$ cat config.mk
export PLATFORM = sky130hd
export DESIGN_NAME = regfile_writeback
export DESIGN_NICKNAME = d
export VERILOG_FILES = /design/src/rtl/regfile_writeback.sv
export SDC_FILE = /design/constraint.sdc
export NUM_CORES = 1
export LEC_CHECK = 0
export CAP_MARGIN = 20
export CORE_MARGIN = 10
export CORE_UTILIZATION = 29
export DETAILED_ROUTE_END_ITERATION = 10
export PLACE_DENSITY = 0.57
export SLEW_MARGIN = 0
export SYNTH_ARGS = -nofsm -noshare
export SYNTH_HDL_FRONTEND = slang
export SYNTH_SLANG_ARGS = --single-unit
$ cat constraint.sdc
create_clock -name clk -period 2.7 [get_ports clk]
set_input_delay 0.675 -clock clk [delete_from_list [all_inputs] [get_ports clk]]
set_output_delay 0.675 -clock clk [all_outputs]
set_load 0.005 [all_outputs]
$ cat src/rtl/regfile_writeback.sv
// Write-back stage: merges ALU results with in-order load responses, formats RV32I
// load data, and drives the register file write port one cycle later.
module regfile_writeback #(
  parameter int LQ_DEPTH = 2
) (
  input  logic        clk,
  input  logic        rst,
  input  logic        alu_valid,
  input  logic [4:0]  alu_rd,
  input  logic [31:0] alu_data,
  input  logic        ld_req_valid,
  output logic        ld_req_ready,
  input  logic [4:0]  ld_req_rd,
  input  logic [2:0]  ld_req_funct3,
  input  logic [1:0]  ld_req_addr_lo,
  input  logic        ld_resp_valid,
  output logic        ld_resp_ready,
  input  logic [31:0] ld_resp_word,
  output logic [4:0]  rd,
  output logic [31:0] rd_data,
  output logic        reg_write,
  output logic [31:0] busy_mask,
  output logic        wb_stall
);

  localparam int PTR_W = $clog2(LQ_DEPTH);
  localparam int CNT_W = PTR_W + 1;

  logic [4:0]       q_rd [LQ_DEPTH];
  logic [2:0]       q_f3 [LQ_DEPTH];
  logic [1:0]       q_lo [LQ_DEPTH];
  logic [PTR_W-1:0] wr_ptr, rd_ptr;
  logic [CNT_W-1:0] count;

  logic        hold_valid;
  logic [4:0]  hold_rd;
  logic [31:0] hold_data;

  logic        push, pop;
  logic [4:0]  head_rd;
  logic [2:0]  head_f3;
  logic [1:0]  head_lo;
  logic [7:0]  ld_byte;
  logic [15:0] ld_half;
  logic [31:0] ld_fmt;

  logic        sel_valid;
  logic [4:0]  sel_rd;
  logic [31:0] sel_data;

  assign ld_req_ready  = count < CNT_W'(LQ_DEPTH);
  assign ld_resp_ready = (count != '0) && !hold_valid;
  assign wb_stall      = hold_valid;
  assign push          = ld_req_valid && ld_req_ready;
  assign pop           = ld_resp_valid && ld_resp_ready;

  assign head_rd = q_rd[rd_ptr];
  assign head_f3 = q_f3[rd_ptr];
  assign head_lo = q_lo[rd_ptr];

  // Queue payload needs no reset; validity comes from the pointers and count.
  always_ff @(posedge clk) begin
    if (push) begin
      q_rd[wr_ptr] <= ld_req_rd;
      q_f3[wr_ptr] <= ld_req_funct3;
      q_lo[wr_ptr] <= ld_req_addr_lo;
    end
  end

  always_comb begin
    ld_byte = ld_resp_word[7:0];
    case (head_lo)
      2'd1:    ld_byte = ld_resp_word[15:8];
      2'd2:    ld_byte = ld_resp_word[23:16];
      2'd3:    ld_byte = ld_resp_word[31:24];
      default: ld_byte = ld_resp_word[7:0];
    endcase
    ld_half = head_lo[1] ? ld_resp_word[31:16] : ld_resp_word[15:0];
    case (head_f3)
      3'b000:  ld_fmt = {{24{ld_byte[7]}}, ld_byte};
      3'b100:  ld_fmt = {24'd0, ld_byte};
      3'b001:  ld_fmt = {{16{ld_half[15]}}, ld_half};
      3'b101:  ld_fmt = {16'd0, ld_half};
      default: ld_fmt = ld_resp_word;
    endcase
  end

  // ALU always wins; a held load drains before a freshly accepted one.
  always_comb begin
    sel_valid = 1'b0;
    sel_rd    = alu_rd;
    sel_data  = alu_data;
    if (alu_valid) begin
      sel_valid = 1'b1;
    end else if (hold_valid) begin
      sel_valid = 1'b1;
      sel_rd    = hold_rd;
      sel_data  = hold_data;
    end else if (pop) begin
      sel_valid = 1'b1;
      sel_rd    = head_rd;
      sel_data  = ld_fmt;
    end
  end

  always_ff @(posedge clk or negedge rst) begin
    if (!rst) begin
      wr_ptr     <= '0;
      rd_ptr     <= '0;
      count      <= '0;
      hold_valid <= 1'b0;
      hold_rd    <= '0;
      hold_data  <= '0;
      rd         <= '0;
      rd_data    <= '0;
      reg_write  <= 1'b0;
    end else begin
      if (push) wr_ptr <= wr_ptr + 1'b1;
      if (pop)  rd_ptr <= rd_ptr + 1'b1;
      if (push && !pop)      count <= count + 1'b1;
      else if (pop && !push) count <= count - 1'b1;
      if (alu_valid) begin
        if (pop) begin
          hold_valid <= 1'b1;
          hold_rd    <= head_rd;
          hold_data  <= ld_fmt;
        end
      end else if (hold_valid) begin
        hold_valid <= 1'b0;
      end
      if (sel_valid) begin
        rd      <= sel_rd;
        rd_data <= sel_data;
      end
      reg_write <= sel_valid && (sel_rd != 5'd0);
    end
  end

  // A queue slot is live when its distance from the head is below count.
  always_comb begin
    logic [PTR_W-1:0] off;
    off       = '0;
    busy_mask = '0;
    for (int i = 0; i < LQ_DEPTH; i++) begin
      off = PTR_W'(i) - rd_ptr;
      if (CNT_W'(off) < count) busy_mask[q_rd[i]] = 1'b1;
    end
    if (hold_valid) busy_mask[hold_rd] = 1'b1;
    if (reg_write)  busy_mask[rd] = 1'b1;
    busy_mask[0] = 1'b0;
  end

endmodule

==> report_table.html <==
<table>
<tr><th>Metric</th><th>Value</th></tr>
<tr><th colspan="2">GRT</th></tr>
<tr><td>Vias in the first global route</td><td>6349</td></tr>
<tr><td>Global-route wire length before repair</td><td>36970 um</td></tr>
<tr><td>Total grt overflow</td><td>0</td></tr>
<tr><td>Pin count of the biggest net entering global routing</td><td>50</td></tr>
<tr><td>Global-route usage over all layers</td><td>16.57%</td></tr>
<tr><td>Number of antenna violations at the first check in global routing</td><td>5</td></tr>
<tr><th colspan="2">Critical path</th></tr>
<tr><td>Critical path required time</td><td>2.03 ns</td></tr>
<tr><td>Peak per-stage delay on the critical path</td><td>between 0.4 and 0.5 ns</td></tr>
<tr><td>Maximum fanout along the worst path</td><td>8</td></tr>
<tr><td>R2R Setup Slk</td><td>0.20 ns</td></tr>
<tr><td>Reg2Reg Depth</td><td>7</td></tr>
<tr><td>Cells along the critical path</td><td>a21oi_2 -&gt; nor2_1 -&gt; nand2_1 -&gt; o221ai_1 -&gt; dlygate4sd2_1</td></tr>
<tr><td>Crit Reg-Reg Endpoint</td><td>rd_data[19]</td></tr>
<tr><td>CP startpoint kind</td><td>register</td></tr>
<tr><td>Arrival @ worst endpoint</td><td>1.93 ns</td></tr>
<tr><td>Cell with the largest stage delay on the worst path</td><td>dfrtp_1</td></tr>
<tr><td>R2R Path Start</td><td>rd_ptr</td></tr>
<tr><td>Setup Crit Path Kind</td><td>reg2out</td></tr>
<tr><td>Kind of end point of the critical path</td><td>primary output</td></tr>
<tr><th colspan="2">STA</th></tr>
<tr><td>Setup violation total in the final timing report</td><td>0</td></tr>
<tr><td>Setup TNS</td><td>0 ns</td></tr>
<tr><td>Max-slew headroom</td><td>33.16%</td></tr>
<tr><td>Maximum clock frequency</td><td>383.6 MHz</td></tr>
<tr><td>Final worst hold slack</td><td>0.2448 ns</td></tr>
<tr><td>Final Max Tran Viols</td><td>0</td></tr>
<tr><td>Worst Clk Skew</td><td>0.01306 ns</td></tr>
<tr><td>Period Utilization, post-route</td><td>96.55%</td></tr>
<tr><td>Hold Vio Cnt, Final</td><td>0</td></tr>
<tr><td>Setup WS post-layout</td><td>0.09321 ns</td></tr>
<tr><td>Tightest Pin Transition</td><td>around 1.0 ns</td></tr>
<tr><td>Clock period minus final worst setup slack</td><td>approximately 2.6 ns</td></tr>
<tr><th colspan="2">Synthesis</th></tr>
<tr><td>Syn Area/Cell</td><td>8.937 um^2</td></tr>
<tr><td>Commonest register cell after synthesis</td><td>dfrtp_1</td></tr>
<tr><td>Cell area after technology mapping</td><td>6247 um^2</td></tr>
<tr><td>Most common cell in the synthesized netlist</td><td>dfrtp_1</td></tr>
<tr><td>Top cell type by total area after synthesis</td><td>dfrtp_1</td></tr>
<tr><td>Synth async-reset ratio</td><td>80.00%</td></tr>
<tr><td>Post-synthesis instance total</td><td>699</td></tr>
<tr><td>Synth Register Bits</td><td>100</td></tr>
<tr><td>Commonest cells in the synthesized netlist</td><td>dfrtp_1 (80), nand2_1 (74), a21oi_1 (68)</td></tr>
<tr><td>Fraction of the yosys area taken by sequential cells</td><td>between 40% and 50%</td></tr>
<tr><td>Top cells by area in the synthesized netlist</td><td>dfrtp_1 (32%), edfxtp_1 (9.6%), a21oi_1 (5.4%)</td></tr>
<tr><td>Number of nets produced by synthesis</td><td>784</td></tr>
<tr><td>Library cells used by synthesis</td><td>56</td></tr>
<tr><td>Fraction of synthesized cell area taken by the top area cell type</td><td>32.04%</td></tr>
<tr><td>Count of flip-flops with a built-in enable after synthesis</td><td>20</td></tr>
<tr><td>Yosys synthesis warning count</td><td>0</td></tr>
<tr><th colspan="2">Die</th></tr>
<tr><td>Total Die Area</td><td>27810 um^2</td></tr>
<tr><td>Number of I/O pins</td><td>157</td></tr>
<tr><td>Starting density of the core</td><td>a little under 30%</td></tr>
<tr><td>Count of standard-cell rows</td><td>53</td></tr>
<tr><td>Die boundary height</td><td>166.8 um</td></tr>
<tr><td>Die X</td><td>166.8 um</td></tr>
<tr><td>Core Region</td><td>21090 um^2</td></tr>
<tr><th colspan="2">Detailed routing</th></tr>
<tr><td>1st-iter DRT viols</td><td>437</td></tr>
<tr><td>DR pass1 iterations</td><td>6</td></tr>
<tr><td>Total routed wire length on the met1 layer</td><td>10170 um</td></tr>
<tr><td>Post-detailed-route DRC marker count</td><td>0</td></tr>
<tr><td>Routed wire length per instance</td><td>20.50 um</td></tr>
<tr><td>Metal3 WL</td><td>just over 2000 um</td></tr>
<tr><td>Remaining number of nets flagged by the antenna check after routing</td><td>0</td></tr>
<tr><td>Final wirelength</td><td>23880 um</td></tr>
<tr><td>DR top layer</td><td>met5</td></tr>
<tr><td>Average vias per placed instance</td><td>approximately 5.4</td></tr>
<tr><td>Total via count after detailed routing</td><td>roughly 6300</td></tr>
<tr><td>Met2 WL</td><td>around 11000 um</td></tr>
<tr><th colspan="2">Run</th></tr>
<tr><td>Number of max-capacitance violations reported</td><td>0</td></tr>
<tr><th colspan="2">Place</th></tr>
<tr><td>Placer congestion estimate</td><td>0.9047</td></tr>
<tr><td>Hpwl dp</td><td>about 18000 um</td></tr>
<tr><td>Count of input and output buffers</td><td>155</td></tr>
<tr><td>Worst-case setup slack after placement</td><td>approximately 0.0036 ns</td></tr>
<tr><th colspan="2">Clock network</th></tr>
<tr><td>Clock edge transition at the registers on the reported setup and hold paths</td><td>about 0.08 ns</td></tr>
<tr><td>Clock tree from TritonCTS</td><td>built</td></tr>
<tr><td>Count of hold buffers inserted by post-cts repair</td><td>0</td></tr>
<tr><td>Number of sinks driven by the clock tree</td><td>100</td></tr>
<tr><td>Number of CTS-inserted buffers</td><td>9</td></tr>
<tr><td>Clock insertion delay at the later pin of the skew report</td><td>around 0.36 ns</td></tr>
<tr><td>Max Root-Sink Buffers</td><td>2</td></tr>
<tr><td># H-tree levels</td><td>3</td></tr>
<tr><td>Root Driver</td><td>clkbuf_16</td></tr>
<tr><th colspan="2">Power</th></tr>
<tr><td>Static Leak</td><td>3.538 nW</td></tr>
<tr><td>Worst vdd ir</td><td>just under 0.4 mV</td></tr>
<tr><td>Cell Pwr Density</td><td>869.6 nW/um^2</td></tr>
<tr><td>Post-layout power</td><td>7.699 mW</td></tr>
<tr><th colspan="2">Final layout</th></tr>
<tr><td>Count of filler cells inserted in the layout</td><td>2152</td></tr>
<tr><td>Post-synthesis to final-layout area growth</td><td>41.72%</td></tr>
<tr><td>Layout Nets</td><td>approximately 970</td></tr>
<tr><td>Fraction of final layout cells with drive strength greater than 1</td><td>17.25%</td></tr>
<tr><td>Final Core Density</td><td>about two fifths</td></tr>
<tr><th colspan="2">Worst hold path</th></tr>
<tr><td>Path category of the worst min-delay check</td><td>in2async</td></tr>
<tr><th colspan="2">Outcome</th></tr>
<tr><td>Outcome</td><td>finished clean</td></tr>
</table>
==> layout by cell type (no fill, tap or decap), types with 5 or more instances in the layout <==
master,count
clkdlybuf4s50_1,122
dfrtp_1,77
buf_4,76
nand2_1,72
a21oi_1,66
nor2_1,60
o21ai_0,37
nand3b_1,26
a22oi_1,25
nor3_1,24
dlygate4sd2_1,22
edfxtp_1,20
inv_1,19
o221ai_1,18
mux2i_1,16
o22ai_1,14
a221oi_1,13
and3_1,9
nor3b_1,9
clkbuf_16,9
a222oi_1,8
o221ai_2,8
nor2b_1,8
o21ai_1,7
o31ai_1,7
a2bb2oi_1,7
a31oi_4,6
a221o_1,6
clkbuf_2,6
nand3_1,5
o211ai_1,5
mux2_2,5
==> metrics by stage <==
stage,area (um^2),std cells
3_3_place_gp,8401,1133
2_1_floorplan,6247,699
4_1_cts,8798,1155
6_report,8853,1165
3_5_place_dp,8401,1133
5_1_grt,8846,1162
==> flip-flops by register name (all words and copies together), names as in the netlist, 2 cells and up <==
name and flops:
q_lo 4, hold_data 32, hold_rd 5, q_rd 10, count 2, q_f3 6
rd_data 32, rd 5
==> cell type report <==
cell class	instances	area, um^2	share of cell area (%)
Inverter	20	75.07	0.8479
Tap cell	275	344.1	3.886
Antenna cell	3	7.507	0.08479
Timing Repair Buffer	233	2110	23.83
Clock buffer	9	225.2	2.544
Clock inverter	7	60.06	0.6783
Multi-Input combinational cell	518	3426	38.69
Sequential cell	100	2606	29.44
==> worst max path at each step <==
stage / start / endpoint / slack [ns] / cells after the start
after global placement: ld_resp_word[31] / rd_data[20] / 0.06 / 7
after floorplan: rd_ptr / busy_mask[28] / 0.19 / 7
after CTS: rd_ptr / busy_mask[1] / -0.0006 / 8
after global routing: rd_ptr / busy_mask[12] / -0.0003 / 7
after detailed placement: ld_resp_word[31] / rd_data[19] / 0.004 / 7
final: count[0] / busy_mask[5] / 0.09 / 5
==> report_power, final <==
part           internal, mW  switching, mW  total [mW]
Sequential             2.08          0.445        2.52
Combinational          1.86           2.06        3.92
Clock                 0.638          0.612        1.25
Total                  4.58           3.12        7.70
==> worst max-delay path: cells and delay by family, from the launching register on <==
family | cells | cell delay (ns)
flops | 1 | 0.42
compound gates | 2 | 0.42
simple gates | 2 | 0.42
buf+inv | 1 | 0.31
==> timing repair <==
action                                  in CTS  in global routing
setup buffers                                6                  7
pin swaps                                    2                  6
endpoints found under the setup margin      31                 13
hold endpoints to repair                     0                  0
gates resized for setup                     55                 20
==> per-layer routing <==
layer	vias to the layer above	track usage (%)
met5	-	0
met4	6	5.498
met3	39	5.601
met2	254	26.30
met1	3015	20.62
li1	3014	-
==> logic make-up (layout without fill, tap and decap cells) <==
logic type / Yosys count / count (layout) / synth area share, %
xor+xnor: 5 / 5 / 0.7011
flops: 100 / 100 / 41.66
fa+ha+maj: 1 / 1 / 0.2002
compound gates: 249 / 249 / 28.28
buf+inv: 81 / 269 / 5.488
mux: 26 / 26 / 5.007
simple gates: 236 / 236 / 18.61
other cells: 1 / 4 / 0.06003
No activity file was read; power rests on OpenSTA's default activity.
